===== config.mk =====
export PLATFORM = sky130hd
export DESIGN_NAME = match_result_collector_flat
export DESIGN_NICKNAME = d
export VERILOG_FILES = /design/src/rtl/match_result_collector_if.sv /design/src/rtl/match_result_collector.sv /design/src/flat_wrapper.sv
export SDC_FILE = /design/constraint.sdc
export NUM_CORES = 1
export LEC_CHECK = 0
export ABC_AREA = 1
export CAP_MARGIN = 0
export CORE_MARGIN = 4
export CORE_UTILIZATION = 46
export CTS_BUF_LIST = sky130_fd_sc_hd__clkbuf_8
export DETAILED_ROUTE_END_ITERATION = 12
export HOLD_SLACK_MARGIN = 0.12
export PLACE_DENSITY = 0.71
export SYNTH_ARGS = -nofsm -noshare
export SYNTH_HDL_FRONTEND = slang
export SYNTH_SLANG_ARGS = --single-unit

===== constraint.sdc =====
create_clock -name clk -period 6.1 [get_ports clk]
set_input_delay 1.22 -clock clk [delete_from_list [all_inputs] [get_ports clk]]
set_output_delay 1.22 -clock clk [all_outputs]
set_load 0.05 [all_outputs]

===== src/rtl/match_result_collector_if.sv =====
// Packet/stream bundle for match_result_collector.
// Carries match_cnt only when MRC_MATCH_COUNT_EN is defined.
interface match_result_collector_if #(
    parameter int VECTOR_SIZE = 98,
    parameter int ID_WIDTH    = 10,
    parameter int FLOW_WIDTH  = 7
);
    localparam int CNT_WIDTH = $clog2(VECTOR_SIZE + 1);

    logic                   sop;
    logic                   eop;
    logic [FLOW_WIDTH-1:0]  flow_in;
    logic [VECTOR_SIZE-1:0] match_vec;
    logic                   ready;
    logic                   out_vld;
    logic                   out_rdy;
    logic [ID_WIDTH-1:0]    out_id;
    logic [FLOW_WIDTH-1:0]  out_flow;
    logic                   out_last;
    logic                   proto_err;
`ifdef MRC_MATCH_COUNT_EN
    logic [CNT_WIDTH-1:0]   match_cnt;

    modport master (
        output sop, eop, flow_in, match_vec, out_rdy,
        input  ready, out_vld, out_id, out_flow, out_last,
        input  proto_err, match_cnt
    );
    modport slave (
        input  sop, eop, flow_in, match_vec, out_rdy,
        output ready, out_vld, out_id, out_flow, out_last,
        output proto_err, match_cnt
    );
`else
    modport master (
        output sop, eop, flow_in, match_vec, out_rdy,
        input  ready, out_vld, out_id, out_flow, out_last,
        input  proto_err
    );
    modport slave (
        input  sop, eop, flow_in, match_vec, out_rdy,
        output ready, out_vld, out_id, out_flow, out_last,
        output proto_err
    );
`endif
endinterface


===== src/rtl/match_result_collector.sv =====
// Per-packet match-ID collector: snapshots match_vec after eop and streams set bits.
// MRC_MATCH_COUNT_EN adds match_cnt and a sentinel record for empty packets.
module match_result_collector #(
    parameter int VECTOR_SIZE = 98,
    parameter int ID_WIDTH    = 10,
    parameter int ID_BASE     = 0,
    parameter int FLOW_WIDTH  = 7,
    parameter int EOP_DELAY   = 10
) (
    input logic                      clk,
    input logic                      rst_n,
    match_result_collector_if.slave  bus
);
    localparam int CW = $clog2(EOP_DELAY) + 1;
    localparam int IW = (VECTOR_SIZE > 1) ? $clog2(VECTOR_SIZE) : 1;

    typedef enum logic [1:0] {IDLE, PKT, WAIT, SCAN} state_t;

    state_t                 state;
    logic [CW-1:0]          cnt;
    logic [FLOW_WIDTH-1:0]  flow;
    logic [VECTOR_SIZE-1:0] shadow;

    logic [VECTOR_SIZE-1:0] enc_src;
    logic [VECTOR_SIZE-1:0] enc_rest;
    logic [IW-1:0]          enc_idx;
    logic                   enc_hit;
    logic [ID_WIDTH-1:0]    enc_id;

    // Snapshot cycle encodes the live vector so the first ID lands with SCAN entry.
    always_comb begin
        enc_src  = (state == WAIT) ? bus.match_vec : shadow;
        enc_rest = enc_src & (enc_src - VECTOR_SIZE'(1));
        enc_hit  = |enc_src;
        enc_idx  = '0;
        for (int i = VECTOR_SIZE - 1; i >= 0; i--) begin
            if (enc_src[i]) enc_idx = IW'(i);
        end
        enc_id = ID_WIDTH'(ID_BASE) + ID_WIDTH'(enc_idx);
    end

    always_ff @(posedge clk or negedge rst_n) begin
        if (!rst_n) begin
            state         <= IDLE;
            cnt           <= '0;
            flow          <= '0;
            shadow        <= '0;
            bus.ready     <= 1'b1;
            bus.out_vld   <= 1'b0;
            bus.out_id    <= '0;
            bus.out_flow  <= '0;
            bus.out_last  <= 1'b0;
            bus.proto_err <= 1'b0;
`ifdef MRC_MATCH_COUNT_EN
            bus.match_cnt <= '0;
`endif
        end else begin
            if (bus.sop && (state == WAIT || state == SCAN))
                bus.proto_err <= 1'b1;
            if (bus.eop && (state == WAIT || state == SCAN))
                bus.proto_err <= 1'b1;
            unique case (state)
                IDLE, PKT: begin
                    if (bus.sop) flow <= bus.flow_in;
                    if (bus.eop) begin
                        state     <= WAIT;
                        bus.ready <= 1'b0;
                        cnt       <= CW'(EOP_DELAY - 1);
                    end else if (bus.sop) begin
                        state <= PKT;
                    end
                end
                WAIT: begin
                    if (cnt == '0) begin
                        state    <= SCAN;
                        shadow   <= enc_rest;
`ifdef MRC_MATCH_COUNT_EN
                        bus.match_cnt <= $bits(bus.match_cnt)'(
                            $countones(bus.match_vec));
`endif
                        bus.out_flow <= flow;
                        if (enc_hit) begin
                            bus.out_vld  <= 1'b1;
                            bus.out_id   <= enc_id;
                            bus.out_last <= ~|enc_rest;
                        end else begin
`ifdef MRC_MATCH_COUNT_EN
                            bus.out_vld  <= 1'b1;
                            bus.out_id   <= '1;
                            bus.out_last <= 1'b1;
`else
                            bus.out_vld  <= 1'b0;
`endif
                        end
                    end else begin
                        cnt <= cnt - CW'(1);
                    end
                end
                SCAN: begin
                    if (!bus.out_vld) begin
                        state     <= IDLE;
                        bus.ready <= 1'b1;
                    end else if (bus.out_rdy) begin
                        if (bus.out_last) begin
                            state        <= IDLE;
                            bus.ready    <= 1'b1;
                            bus.out_vld  <= 1'b0;
                            bus.out_last <= 1'b0;
                        end else begin
                            bus.out_id   <= enc_id;
                            bus.out_last <= ~|enc_rest;
                            shadow       <= enc_rest;
                        end
                    end
                end
            endcase
        end
    end
endmodule

===== src/flat_wrapper.sv =====
// flat-port wrapper written by rule: the top's interface ports become plain ports
module match_result_collector_flat 
#(
    parameter int VECTOR_SIZE = 98,
    parameter int ID_WIDTH    = 10,
    parameter int ID_BASE     = 0,
    parameter int FLOW_WIDTH  = 7,
    parameter int EOP_DELAY   = 10
)
  (clk, rst_n, bus_sop, bus_eop, bus_flow_in, bus_match_vec, bus_out_rdy, bus_ready, bus_out_vld, bus_out_id, bus_out_flow, bus_out_last, bus_proto_err);
  match_result_collector_if #(.VECTOR_SIZE(VECTOR_SIZE), .ID_WIDTH(ID_WIDTH), .FLOW_WIDTH(FLOW_WIDTH)) bus_i ();
  input logic clk;
  input logic rst_n;
  input wire logic [$bits(bus_i.sop)-1:0] bus_sop;
  input wire logic [$bits(bus_i.eop)-1:0] bus_eop;
  input wire logic [$bits(bus_i.flow_in)-1:0] bus_flow_in;
  input wire logic [$bits(bus_i.match_vec)-1:0] bus_match_vec;
  input wire logic [$bits(bus_i.out_rdy)-1:0] bus_out_rdy;
  output wire logic [$bits(bus_i.ready)-1:0] bus_ready;
  output wire logic [$bits(bus_i.out_vld)-1:0] bus_out_vld;
  output wire logic [$bits(bus_i.out_id)-1:0] bus_out_id;
  output wire logic [$bits(bus_i.out_flow)-1:0] bus_out_flow;
  output wire logic [$bits(bus_i.out_last)-1:0] bus_out_last;
  output wire logic [$bits(bus_i.proto_err)-1:0] bus_proto_err;
  assign bus_i.sop = bus_sop;
  assign bus_i.eop = bus_eop;
  assign bus_i.flow_in = bus_flow_in;
  assign bus_i.match_vec = bus_match_vec;
  assign bus_i.out_rdy = bus_out_rdy;
  assign bus_ready = bus_i.ready;
  assign bus_out_vld = bus_i.out_vld;
  assign bus_out_id = bus_i.out_id;
  assign bus_out_flow = bus_i.out_flow;
  assign bus_out_last = bus_i.out_last;
  assign bus_proto_err = bus_i.proto_err;
  match_result_collector #(.VECTOR_SIZE(VECTOR_SIZE), .ID_WIDTH(ID_WIDTH), .ID_BASE(ID_BASE), .FLOW_WIDTH(FLOW_WIDTH), .EOP_DELAY(EOP_DELAY)) u_core (.clk(clk), .rst_n(rst_n), .bus(bus_i));
endmodule

* Yosys cells after proc, flatten, opt, wreduce, memory -nomap -nowiden
Index checks and enable logic that the tools add are counted.
** Storage, ports and cells
- Output and inout port bits :: 21
- Logic and storage cells :: 187
- Bits of input ports :: 110
- Bits in registers :: 133
** Operators by class
- Reduce and logical (&&, ||, !) cells :: 22
- Add/subtract/negate cells :: 2
- Mux-type cells :: 139
- Bitwise gates (word level) :: 1
- Equal/unequal tests :: 13
** Operator list (number)
- $mux 7 :: 98
- $mux 98 :: 5
- $pmux 98 s2 :: 1
- $reduce_or 98->1 :: 2
- $and 98x98->98 :: 1
- $sub 98x1->98 const B :: 1
- $mux 10 :: 5
- $pmux 10 s2 :: 1
- $mux 1 :: 16
- $mux 2 :: 6
- $mux 5 :: 2
- $ne 2x2->1 const B :: 5
- $pmux 5 s2 :: 1
- $reduce_and 5->1 :: 2
- $ne 3x3->1 const B :: 3
- $reduce_and 4->1 :: 2
- $reduce_bool 2->1 :: 4
- $pmux 1 s2 :: 3
- $pmux 2 s3 :: 1
- $reduce_and 2->1 :: 3
- $reduce_and 6->1 :: 1
- $logic_not 5->1 :: 1
- $sub 5x1->5 const B :: 1
- $eq 2x2->1 const B :: 2
- 8 further kinds :: 10

* Logic depth before layout (Yosys ltp)
Gate-level depths: netlist of the first run.
- Depth after elaboration :: 104
- Mapped depth :: 103

* Worst setup path before layout of the first run
Ideal clock, no wire load.
- Kind :: in2reg
- Start :: in bus_match_vec[96]
- End :: reg u_core.bus.out_id[0]
- Path buffers :: 0
- Arrival :: 5.777 ns
- Library setup time :: 0.066 ns
- Path slack :: 0.257 ns
- Cell stages on the path :: 101
- Path through :: inv_1 nand3_1 nand2_1 nand2_1 nand2_1 nand2_1 nand2_1 nand2_1 nand2_1 nand2_1 nand2_1 nand2_1 nand2_1 nand2_1 nand2_1 nand2_1 nand2_1 nand2_1 [65 not listed] nand2_1 nand2_1 nand2_1 nand2_1 nand2_1 nand2_1 nand2_1 nand2_1 nand2_1 nand2_1 nand2_1 nand2_1 nand2_1 nand2_1 nand2_1 nand2_1 nand2_1 nand2_1
** Between the ends
- Cells in the longest elaborated chain, start to end :: 102
- Elaborated cells between the ends (all ways) :: 107
- Those cells by class :: eq/ne (1); mux (104); reduce/logical (2)
** RTL lines
- start: declaration :: RTL line flat_wrapper.sv:17 : input wire logic [$bits(bus_i.match_vec)-1:0] bus_match_vec;
- $mux 98 (*) :: RTL line match_result_collector.sv:32 : enc_src = (state == WAIT) ? bus.match_vec : shadow;
- $mux 7 (97 in series) :: RTL line match_result_collector.sv:37 : if (enc_src[i]) enc_idx = IW'(i);
- $mux 10 :: RTL line match_result_collector.sv:104 : if (bus.out_last) begin
- $mux 10 :: RTL line match_result_collector.sv:103 : end else if (bus.out_rdy) begin
- $mux 10 :: RTL line match_result_collector.sv:100 : if (!bus.out_vld) begin
- $pmux 10 s2 :: RTL line match_result_collector.sv:62 : unique case (state)
- end signal: assignment :: RTL line match_result_collector.sv:84 : bus.out_id <= enc_id;
- end signal: assignment :: RTL line match_result_collector.sv:110 : bus.out_id <= enc_id;
- end: declaration :: RTL line match_result_collector_if.sv:42 : output ready, out_vld, out_id, out_flow, out_last,
Mark *: on every way between the ends. The rest lies on a longest branch, timed or not. The select of a mux whose other input is x is not followed.
A chain may end at the register's enable or synchronous reset.

* Final worst setup path of the first run
- Start :: in bus_match_vec[96]
- End :: reg u_core.bus.out_id[2]
The elaborated chain is that of the path after synthesis.

==> results, run 1 <==
- The critical path in this run is classified as primary input to flop.
- For the worst setup path, the data required time is 6.48 ns.
- By area the synthesized netlist is led by dfrtp_1 34%, nand2_1 15%, nor2_1 8.5%, inv_1 7.8%, o21ai_0 5.3%.
- In the post-route analysis, the smallest setup slack over all paths is -0.1991 ns.
- The number of buffers added by the clock tree synthesis step is 17.
- After synthesis the netlist holds a flip-flop and latch count of 129.
- Across the run, the number of max-cap violations was 0.
- The top cell types in the final layout, fill and taps aside, are 362 x nand2_1, 207 x nor2_1, 194 x inv_1.
- The worst register-to-register path has a setup slack of -0.09 ns.
- The commonest non-fill, non-tap cell in the layout is nand2_1.
- After global routing the overflow that remains totals 0.
- The HPWL after detailed placement is 20.53 mm.
- In the global route stage, met3 resource usage came out at 0.03710.
- Headroom to the max-slew limit came out at 0.4409.
- In this run the power spent charging and discharging nets is 3.664 mW.
- STA puts the critical path data arrival time at 6.68 ns.
- The number of synthesized flops with an enable pin is 0.
- The post-synthesis cell area is 9460 um^2.
- After global routing, the most crowded layer is met2.
- The depth of the worst register-to-register path is 100.
- The floorplan die width is 151.4 um.
- After clock tree synthesis, the clock-pin slew on the worst setup and hold paths is 0.08 ns.
- The die covers 22930 um^2.
- TritonCTS built the clock tree.
- The total number of yosys warnings is 0.
- The final clock period utilization by the worst path is 1.033.
- The post-layout utilization of the core is 0.6128.
- The via count of the first global-routing pass is 9748.
- The detailed router placed 10190 vias in this run.
- The type of origin of the critical path is a primary input.
- For this run, the top clock speed supported by timing is 158.8 MHz.
- After technology mapping, the gate count stands at 1482.
- The netlist uses 48 different library cells.
- For this run, the slowest stage of the critical path takes 0.30 ns.
- Setup repair after global routing could not meet its margin everywhere.
- CTS placed an instance of clkbuf_8 at the clock tree root.
- The met2 track utilization from global routing is 0.4357.
- The mean area per synthesized cell is 6.383 um^2.
- The final number of max-transition violations is 0.
- The number of endpoints with negative hold slack in the final report came to 0.
- In this run the most critical hold path is launched from u_core.flow[3]$_DFFE_PN0P_.
- For this run, design rule violations remaining after detail routing come to 0.
- The detailed-route wire length per cell is 14.16 um.
- The pin count of the biggest net entering global routing is 88.
- The power density over the cells is 589.8 nW/um^2.
- The fraction of synthesized cell area taken by the top area cell type is 0.3386.
- Across the routed clock network, the largest skew measured is 0.01049 ns.
- The area added between synthesis and finish is 31.08%.
- The slowest stage cell on the critical path is nor2_2.
- The cell taking the most area after synthesis is dfrtp_1.
- The global-route total usage across every layer is 0.2484.
- The post-detailed-route via-to-cell ratio is 5.103.
- At the later pin of the worst-skew pair, clock insertion delay measures 0.47 ns.
- Setup violations remaining at the end of the flow were counted as 7.
- For the finished layout, the period the worst path requires is 6.299 ns.
- Across the VDD grid, the largest voltage drop is 0.0002148 V.
- The predominant post-synthesis flop cell is dfrtp_1.
- The area of all placed cells without fillers is 12400 um^2.
- The region available for standard cell placement spans 20230 um^2.
- The worst hold path belongs to the class flop to flop.
- The maximum fanout count along the critical path is 6.
- The worst reg2reg path startpoint is u_core.state[0]$_DFFE_PN0P_.
- The async set or reset register ratio after synthesis is 1.000.
- The number of iterations in the first detailed-routing pass is 6.
- The quantity of I/O buffers inserted on ports is 127.
- The terminus of the critical flop-to-flop path is u_core.bus.out_id[0]$_DFFE_PN0P_.
- STA classifies the critical path endpoint as a flop.
- In the global route stage, met1 resource usage came out at 0.3046.
- The share of total power dissipated in the clock network is 0.117.
- The clock drives 129 sinks.
- The initial antenna violation count is 1.
- In this run the static leakage power is 6.320 nW.
- For the pin with the worst max-slew slack, the measured transition is 0.8335 ns.
- Counting instances, the worst hold path has a depth of 2.
- Of the total power, registers draw 0.185.
- The instance area after placement is 11340 um^2.
- By instance count, the cell type seen most on the critical path is buf_4.
- The number of placed I/O pins is 131.
- The proportion of power drawn by combinational gates is 0.698.
- Of the total power, the share spent switching nets is 0.5010.
- The H-tree was split into 4 levels.
- The worst hold path terminates at u_core.bus.out_flow[3]$_DFFE_PN0P_.
- The share of the Yosys chip area taken by registers is 0.3414.
- The deepest clock path buffer count is 2.
- The initial cell density of the core is 0.4675.
- The net count of the finished layout is 1825.
- The first global-routing pass estimated 45.59 mm of wire.
- The weighted congestion at the end of routability-driven global placement is 0.9300.
- The number of rows in the core area is 52.
- The die is 151.4 um tall.
- The ratio of cells with drive above 1 in the final layout is 0.1987.
- The design internal power is 3.650 mW.
- In this run, the number of DRC markers left after iteration 0 of detailed routing was 594.
- The run finished, with violations left.
- After routing, the total negative slack on setup checks comes to -1.047 ns.
- Summed over all layers, the routed wires come to 28.29 mm.
- The final reports fail on setup timing.
- The count of nets left with antenna violations once routing finished came out at 0.
## critical path, delay by kind of cell
kind | cells | cell delay [ns]
buffers and inverters | 38 | 4.54
AND/OR/NAND/NOR | 5 | 0.59
AO/OA/AOI/OAI | 2 | 0.34
## logic make-up after synthesis
| group | after synthesis | share of synthesized area |
|---|---|---|
| compound gates | 284 | 0.1742 |
| buf+inv | 303 | 0.1304 |
| flops | 129 | 0.3414 |
| other cells | 1 | 0.0003964 |
| mux | 7 | 0.008200 |
| fa+ha+maj | 2 | 0.002645 |
| simple gates | 756 | 0.3428 |
## area by class of cell
| class | count | area, um^2 |
|---|---|---|
| fill | 1899 | 7834 |
| multi-input combinational | 1052 | 5171 |
| sequential | 129 | 3229 |
| timing repair buffer | 255 | 2232 |
| inverter | 258 | 972.2 |
| tap | 270 | 337.8 |
| clock buffer | 20 | 275.3 |
| clock inverter | 12 | 180.2 |
| antenna | 1 | 2.502 |
## stage by stage
stage	total power [mW]	setup WS, ns	hold WS (ns)	std cells
floorplan	4.730	0.2573	0.4413	1484
global placement	5.837	-0.9506	0.4495	1905
detailed placement	5.911	-0.9962	0.4573	1905
CTS	7.086	-0.1760	0.4742	1984
global route	8.044	-1.261	0.4951	1997
finish	7.314	-0.1991	0.4725	1997
## Yosys cell counts, drive strengths merged, types with 2 or more instances
master / number
a2111oi: 2
a21oi: 30
a31oi: 2
buf: 19
clkbuf: 26
clkinv: 9
dfrtp: 128
ha: 2
inv: 249
mux2: 6
nand2: 369
nand3: 27
nand4: 24
nor2: 218
nor3: 18
nor3b: 2
nor4: 7
o211ai: 2
o21ai: 219
o22ai: 3
o31ai: 17
o41ai: 5
or2: 86
or4: 2
## flip-flops by register name, summed over array words and instances, names as in the netlist
signal	flops
u_core.bus.out_id	7
u_core.shadow	97
u_core.flow	7
u_core.state	2
u_core.bus.out_last	1
u_core.bus.ready	1
u_core.bus.proto_err	1
u_core.bus.out_vld	1
u_core.bus.out_flow	7
u_core.cnt	5
## power groups by stage
stage / sequential [mW] / combinational [mW] / clock [mW]
after global routing: 1.39 / 5.75 / 0.903
final: 1.35 / 5.11 / 0.855
after detailed placement: 1.36 / 4.55 / 0
after floorplan: 1.46 / 3.27 / 0
after CTS: 1.35 / 4.87 / 0.865
after global placement: 1.35 / 4.49 / 0
## layer usage
layer  wire [um]  vias to the layer above
met2       14010                      293
li1            -                     5119
met4         912                        0
met1       12070                     4709
met3        1288                       69
met5           0                        -
## how the worst max path moves through the flow
| stage | from | endpoint |
|---|---|---|
| floorplan | bus_match_vec[96] | u_core.bus.out_id[0]$_DFFE_PN0P_ |
| global placement | bus_match_vec[96] | u_core.bus.out_id[0]$_DFFE_PN0P_ |
| detailed placement | bus_match_vec[96] | u_core.bus.out_id[0]$_DFFE_PN0P_ |
| CTS | bus_match_vec[96] | u_core.bus.out_id[0]$_DFFE_PN0P_ |
| global route | bus_match_vec[96] | u_core.bus.out_id[0]$_DFFE_PN0P_ |
| finish | bus_match_vec[96] | u_core.bus.out_id[2]$_DFFE_PN0P_ |
## repair_timing
item / CTS / global route
resized for setup: 21 / 35
endpoints found under the setup margin: 1 / 8
hold buffers: 0 / 0
setup buffers: 47 / 12
pin swaps: 16 / 23
Power figures use the tool's default switching activity.
==> run 2, diff against run 1 <==
--- a/config.mk
+++ b/config.mk
@@ -12,7 +12,7 @@
 export CTS_BUF_LIST = sky130_fd_sc_hd__clkbuf_8
 export DETAILED_ROUTE_END_ITERATION = 12
 export HOLD_SLACK_MARGIN = 0.12
-export PLACE_DENSITY = 0.71
+export PLACE_DENSITY = 0.74
 export SYNTH_ARGS = -nofsm -noshare
 export SYNTH_HDL_FRONTEND = slang
 export SYNTH_SLANG_ARGS = --single-unit
==> constraint.sdc (replaced) <==
create_clock -name clk -period 5.6 [get_ports clk]
set_input_delay 1.12 -clock clk [delete_from_list [all_inputs] [get_ports clk]]
set_output_delay 1.12 -clock clk [all_outputs]
set_load 0.05 [all_outputs]
==> results, run 2 (same netlist as run 1, synthesis figures left out) <==
- The number of setup violations in the final report came to 1 (-6).
- The ratio of cells with drive above 1 in the final layout is 0.2195 (+0.02079).
- The number of rows in the core area is 52 (unchanged).
- The initial cell density of the core is 0.4675 (unchanged).
- Setup repair after global routing could not meet its margin everywhere.
- The met2 track utilization from global routing is 0.4257 (-0.01000).
- The type of origin of the critical path is a primary input.
- The number of inserted filler cells in the final layout is 1806 (-4.9%).
- The area of all placed cells without fillers is 12850 um^2 (+3.6%).
- The endpoint arrival time on the critical path is 6.49 ns (-0.19 ns).
- The overall overflow remaining after global route was 0 (unchanged).
- The number of buffers added by the clock tree synthesis step is 17 (unchanged).
- The net count of the finished layout is 1862 (+2.0%).
- The maximum resistive drop on vdd is 0.0002651 V (+23%).
- The final reports fail on setup timing.
- The max-cap check violation count is 0 (unchanged).
- The register ranked first by flip-flop count is u_core.shadow.
- The final cell count without fillers is 2033 (+1.8%).
- The post-detailed-route DRC marker count is 0 (unchanged).
- The total design power is 8.279 mW (+13%).
- The detailed-route wire length per cell is 14.23 um (+0.49%).
- The run finished, with violations left.
- The slew at the pin closest to its max-slew limit came to 0.7589 ns (-0.07458 ns).
- The area enclosed by the die boundary is 22930 um^2 (unchanged).
- STA classifies the critical path endpoint as a flop.
- The buffers plus inverters on the worst setup path is 1 (-97%).
- The via count of the first global-routing pass is 9856 (+1.1%).
- The number of iterations in the first detailed-routing pass is 6 (unchanged).
- The antenna violation net count after detailed routing is 0 (unchanged).
- The number of clock sinks is 129 (unchanged).
- The leakage power figure came to 6.589 nW (+4.3%).
- The cell at the root of the clock tree is clkbuf_8.
- The worst slew margin relative to its limit came to 0.4941 (+0.05316).
- The final number of max-transition violations was 0 (unchanged).
- The met1 demand-to-capacity share in global routing is 0.3120 (+0.007445).
- The start-to-end type of the worst setup path is primary input to flop.
- The number of endpoints with negative hold slack in the final report is 0 (unchanged).
- The deepest clock path buffer count is 2 (unchanged).
- The maximum fanout count along the critical path came to 2 (-4).
- In this run the worst hold path is classified as flop to flop.
- The pin count of the biggest net entering global routing is 79 (-10%).
- The number of placed instances with taps included is 1971 (+3.5%).
- Leaving out fill and tap cells, the most frequent cell in the layout is nand2_1.
- The instance area after placement is 11860 um^2 (+4.5%).
- In the layout the commonest cells are 362 x nand2_1, 205 x nor2_1, 195 x inv_1.
- The final worst setup slack is -0.4840 ns (-0.2848 ns).
- Relative to the synthesized area, the layout overhead comes to 35.85%.
- The weighted congestion at the end of routability-driven global placement is 0.9237 (-0.68%).
- The count of antenna diodes in the layout is 0 (-1).
- The number of flip-flops under the largest register name is 97 (unchanged).
- The number of placed I/O pins was 131 (unchanged).
- The final clock period utilization by the worst path is 1.086.
- The initial antenna violation count is 0 (-1).
- The cell that appears most often on the critical path is nand2_1.
- The maximum frequency from static timing analysis is 164.4 MHz.
- met2 is the most crowded layer.
- The quantity of I/O buffers inserted on ports came to 127 (unchanged).
- The total number of vias is 10300 (+1.0%).
- The power density over the cells is 644.2 nW/um^2 (+9.2%).
- The post-detailed-route via-to-cell ratio is 5.064 (-0.75%).
- The slowest stage cell on the critical path is clkdlybuf4s50_1.
- The core outline area is 20230 um^2 (unchanged).
- The post-detailed-routing wire length is 28.94 mm (+2.3%).
- The iteration-0 DRC count of the detailed router is 781 (+31%).
- The global-route total usage across every layer was 0.2444 (-0.004024).
- Broken down by cell family, the worst path's largest delay share belongs to simple AND/OR/NAND/NOR gates.
- The required time reported for the critical path endpoint is 6.01 ns (-0.47 ns).
- The met3 usage in global routing is 0.04039 (+0.003291).
- The total half-perimeter wirelength after legalization and detailed placement is 21.21 mm (+3.3%).
- The wire length of the first global-routing pass came to 45.37 mm (-0.47%).
- The delay of the slowest cell on the worst path is 0.40 ns (+0.10 ns).
- The floorplan die height is 151.4 um (unchanged).
- The clock latency on the worst-skew pair is 0.47 ns (about the same).
- TritonCTS built the clock tree.
- The worst setup skew after layout is 0.01499 ns (+0.004493 ns).
- The clock-pin slew on the worst setup and hold paths is 0.08 ns (about the same).
- The H-tree depth is 4 (unchanged).
- The floorplan die width is 151.4 um (unchanged).
- The smallest clock period supported by the final layout is computed as 6.084 ns.
[run 2: cell types whose count changed in the layout (fill, tap and decap cells not counted), moves of 3 or more]
| cell | previous run | this run |
|---|---|---|
| clkdlybuf4s50_1 | 119 | 116 |
| buf_12 | 1 | 4 |
| clkbuf_16 | 0 | 3 |
| buf_4 | 127 | 155 |
| o21ai_1 | 84 | 80 |
| dlymetal6s2s_1 | 0 | 3 |
| nor2_4 | 5 | 9 |
| o21ai_4 | 2 | 5 |
[run 2: routing by layer]
| layer | vias to the layer above | wire, um |
|---|---|---|
| met5 | - | 0 |
| met4 | 0 | 821 |
| met3 | 59 | 1435 |
| met2 | 267 | 14260 |
| met1 | 4781 | 12420 |
| li1 | 5189 | - |
[run 2: final cells by class]
type                    count  area (um^2)  area share
multi-input cells        1052         5240      0.4077
flip-flops and latches    129         3229      0.2513
repair buffers            292         2640      0.2054
inverters                 258        983.4     0.07652
well taps                 270        337.8     0.02629
clock buffers              19        261.5     0.02035
clock inverters            13        160.2     0.01246
[run 2: final timing paths]
kind / to / from / slack, ns / cells after the start
max: u_core.bus.out_id[0]$_DFFE_PN0P_ / bus_match_vec[90] / -0.48 / 94
min: u_core.bus.out_flow[0]$_DFFE_PN0P_ / u_core.flow[0]$_DFFE_PN0P_ / 0.47 / 2
max reg2reg: u_core.bus.out_id[0]$_DFFE_PN0P_ / u_core.state[0]$_DFFE_PN0P_ / -0.46 / 100
min reg2reg: u_core.bus.out_flow[0]$_DFFE_PN0P_ / u_core.flow[0]$_DFFE_PN0P_ / 0.47 / 2
max in group asynchronous: u_core.shadow[22]$_DFFE_PN0P_ / rst_n / 3.97 / 2
min in group asynchronous: u_core.shadow[91]$_DFFE_PN0P_ / rst_n / 0.59 / 1
[run 2: stage by stage]
stage | setup WS (ns) | setup TNS (ns) | util | hold slack [ns]
global placement | -1.371 | -2.231 | 0.5859 | 0.4483
finish | -0.4840 | -0.4840 | 0.6352 | 0.4716
CTS | -0.5782 | -0.5782 | 0.6121 | 0.4705
floorplan | -0.09650 | -0.09650 | - | 0.4413
detailed placement | -1.421 | -2.674 | 0.5859 | 0.4552
global route | -1.585 | -1.858 | 0.6352 | 0.4963
[run 2: worst register-to-register path: cells and delay by family, from the launching register on]
kind | cells | cell delay, ns
compound gates | 1 | 0.07
buf+inv | 2 | 0.14
flops | 1 | 0.38
simple gates | 97 | 5.34
[run 2: what timing repair did]
action | CTS | global route
resized for setup | 29 | 59
endpoints found under the setup margin | 3 | 3
hold buffers | 0 | 0
pin swaps | 12 | 29
gates cloned | 0 | 5
buffers inserted | 6 | 19
[run 2: power breakdown]
part	total, mW	internal [mW]	switching, mW
registers	1.47	1.30	0.172
clock network	0.881	0.464	0.417
logic	5.93	2.42	3.51
==> run 3, diff against run 2 <==
--- a/config.mk
+++ b/config.mk
@@ -6,11 +6,13 @@
 export NUM_CORES = 1
 export LEC_CHECK = 0
 export ABC_AREA = 1
+export ABC_CLOCK_PERIOD_IN_PS = 5600
 export CAP_MARGIN = 0
 export CORE_MARGIN = 4
 export CORE_UTILIZATION = 46
 export CTS_BUF_LIST = sky130_fd_sc_hd__clkbuf_8
 export DETAILED_ROUTE_END_ITERATION = 12
+export GPL_TIMING_DRIVEN = 0
 export HOLD_SLACK_MARGIN = 0.12
 export PLACE_DENSITY = 0.74
 export SYNTH_ARGS = -nofsm -noshare
==> results, run 3 (same netlist as run 1, synthesis figures left out) <==
- The post-detailed-route DRC marker count is 0 (unchanged).
- The post-detailed-routing wire length came to 30.89 mm (+6.7%).
- The maximum fanout count along the critical path is 5 (+3).
- The final worst setup slack is -0.6375 ns (-0.1536 ns).
- Counting stages on the worst path, the most repeated cell is nand2_1.
- The category of the worst setup path capture point is a flop.
- The ratio of cells with drive above 1 in the final layout came to 0.1958 (-0.02371).
- The initial cell density of the core is 0.4675 (unchanged).
- The capturing element of the worst setup path is u_core.bus.out_id[0]$_DFFE_PN0P_.
- The detailed-route wire length per cell is 15.55 um (+9.3%).
- The run finished, with violations left.
- The worst slew margin relative to its limit is 0.4202 (-0.07388).
- The met1 demand-to-capacity share in global routing is 0.3384 (+0.02634).
- The worst setup path is launched from a flop.
- The number of buffers added by the clock tree synthesis step is 17 (unchanged).
- The number of setup violations in the final report is 3 (+2).
- The leakage power figure is 6.302 nW (-4.4%).
- The total number of vias is 10360 (+0.64%).
- The maximum resistive drop on vdd came to 0.0002279 V (-14%).
- The busiest metal layer after global routing is met2.
- The iteration-0 DRC count of the detailed router is 860 (+10%).
- The max-cap check violation count is 0 (unchanged).
- The tightest min-delay check is of the flop to flop type.
- Leaving out fill and tap cells, the most frequent cell in the layout is nand2_1.
- The number of rows in the core area is 52 (unchanged).
- The floorplan die width was 151.4 um (unchanged).
- The pre-CTS setup slack is -1.467 ns (-0.04610 ns).
- The worst reg2reg path startpoint is u_core.state[0]$_DFFE_PN0P_.
- The initial antenna violation count is 0 (unchanged).
- Setup repair after global routing could not meet its margin everywhere.
- The global-route total usage across every layer is 0.2665 (+0.02210).
- The via count of the first global-routing pass is 10040 (+1.8%).
- The met3 usage in global routing came to 0.05057 (+0.01017).
- The register ranked first by flip-flop count is u_core.shadow.
- The number of flip-flops under the largest register name is 97 (unchanged).
- The terminus of the critical flop-to-flop path is u_core.bus.out_id[0]$_DFFE_PN0P_.
- The worst setup skew after layout is 0.01275 ns (-0.002239 ns).
- The instance area after placement is 11130 um^2 (-6.2%).
- The count of antenna diodes in the layout is 0 (unchanged).
- The final clock period utilization by the worst path is 1.114 (+0.02742).
- The floorplan die height came to 151.4 um (unchanged).
- The slowest stage of the critical path belongs to the cell dfrtp_1.
- The number of iterations in the first detailed-routing pass came to 6 (unchanged).
- The required time reported for the critical path endpoint came to 5.96 ns (-0.05 ns).
- The minimum hold slack is 0.4705 ns (-0.001053 ns).
- The number of clock sinks is 129 (unchanged).
- The post-layout utilization of the core is 0.6181 (-0.01707).
- The CTS tree is done.
- The clock latency on the worst-skew pair is 0.46 ns (about the same).
- The antenna violation net count after detailed routing came to 0 (unchanged).
- The number of endpoints with negative hold slack in the final report is 0 (unchanged).
- The delay of the slowest cell on the worst path is 0.41 ns (about the same).
- The setup TNS after final layout is -1.161 ns (-0.6769 ns).
- The area enclosed by the die boundary came to 22930 um^2 (unchanged).
- The final number of max-transition violations came to 0 (unchanged).
- The number of buffers inserted by hold repair at cts was 0 (unchanged).
- The deepest clock path buffer count is 2 (unchanged).
- In the layout the commonest cells are 359 x nand2_1, 204 x nor2_1, 196 x inv_1.
- The met2 track utilization from global routing came to 0.4490 (+0.02334).
- The slew at the pin closest to its max-slew limit is 0.8697 ns (+0.1108 ns).
- The checks that failed: setup timing.
- The endpoint arrival time on the critical path is 6.59 ns (+0.10 ns).
- The final critical delay including setup and external delays came to 6.238 ns (+0.1536 ns).
- The net count of the finished layout is 1818 (-2.4%).
- The core outline area is 20230 um^2 (unchanged).
- The power density over the cells was 639.1 nW/um^2 (-0.79%).
- The number of placed I/O pins came to 131 (unchanged).
- The cell at the root of the clock tree is clkbuf_8.
- The weighted congestion at the end of routability-driven global placement is 1.022 (+11%).
- The launch point of the worst path is u_core.state[0]$_DFFE_PN0P_.
- Relative to the synthesized area, the layout overhead comes to 32.20%.
- The clock-pin slew on the worst setup and hold paths came to 0.07 ns (about the same).
- The overall overflow remaining after global route is 0 (unchanged).
- The total half-perimeter wirelength after legalization and detailed placement is 21.95 mm (+3.5%).
- The H-tree depth is 4 (unchanged).
- The reg2reg setup slack is -0.64 ns (-0.18 ns).
- The wire length of the first global-routing pass is 48.38 mm (+6.6%).
- The quantity of I/O buffers inserted on ports came to 127 (unchanged).
- The maximum frequency from static timing analysis is 160.3 MHz (-2.5%).
- The pin count of the biggest net entering global routing is 97 (+23%).
- The start-to-end type of the worst setup path is flop to flop.
- The area of all placed cells without fillers is 12510 um^2 (-2.7%).
- The depth of the worst register-to-register path is 100 (unchanged).
- The post-detailed-route via-to-cell ratio is 5.218 (+3.0%).
## run 3: changes by cell type in the layout (fill, tap and decap cells not counted), moves of 5 or more
cell      delta
buf_6       +21
buf_4       -93
clkbuf_1    +19
o21ai_2      +5
## run 3: what timing repair did
action,in CTS,in global routing
setup buffers,50,30
setup endpoints to repair,14,16
pin swaps,19,56
resized for setup,54,92
cloned,0,1
## run 3: stage by stage
step | power (mW) | std cells
2_1_floorplan | 5.158 | 1484
3_3_place_gp | 6.213 | 1881
3_5_place_dp | 6.285 | 1882
4_1_cts | 7.389 | 1961
5_1_grt | 8.739 | 1986
6_report | 7.993 | 1986
## run 3: worst max-delay path: cells and delay by family (launching register included)
| family | cells | cell delay, ns |
|---|---|---|
| compound gates | 1 | 0.16 |
| buf+inv | 3 | 0.42 |
| flops | 1 | 0.41 |
| simple gates | 96 | 5.16 |
## run 3: final cells by class
type / instances / area [um^2]
clock inverters: 7 / 37.54
multi-input cells: 1052 / 5320
well taps: 270 / 337.8
flip-flops and latches: 129 / 3231
inverters: 258 / 985.9
clock buffers: 22 / 302.8
repair buffers: 204 / 1967
plain buffers: 44 / 325.3
fillers: 1862 / 7727
## run 3: where the power goes
group / leakage (nW) / switching, mW / internal, mW
registers: 1.65 / 0.177 / 1.30
logic: 4.48 / 3.62 / 2.16
clock network: 0.181 / 0.376 / 0.352
## run 3: metal layers
metal,up-vias,part of all wire
li1,5095,-
met4,0,0.032
met2,372,0.49
met3,80,0.063
met5,-,0
met1,4815,0.41
## run 3: how the worst min path moves through the flow
stage / depth (start not counted) / slack [ns] / endpoint / start
global placement: 2 / 0.45 / u_core.bus.out_flow[0]$_DFFE_PN0P_ / u_core.flow[0]$_DFFE_PN0P_
floorplan: 2 / 0.44 / u_core.shadow[11]$_DFFE_PN0P_ / u_core.shadow[11]$_DFFE_PN0P_
global route: 2 / 0.49 / u_core.shadow[65]$_DFFE_PN0P_ / u_core.shadow[65]$_DFFE_PN0P_
detailed placement: 2 / 0.46 / u_core.bus.out_flow[2]$_DFFE_PN0P_ / u_core.flow[2]$_DFFE_PN0P_
CTS: 2 / 0.47 / u_core.bus.out_flow[2]$_DFFE_PN0P_ / u_core.flow[2]$_DFFE_PN0P_
finish: 2 / 0.47 / u_core.bus.out_flow[2]$_DFFE_PN0P_ / u_core.flow[2]$_DFFE_PN0P_
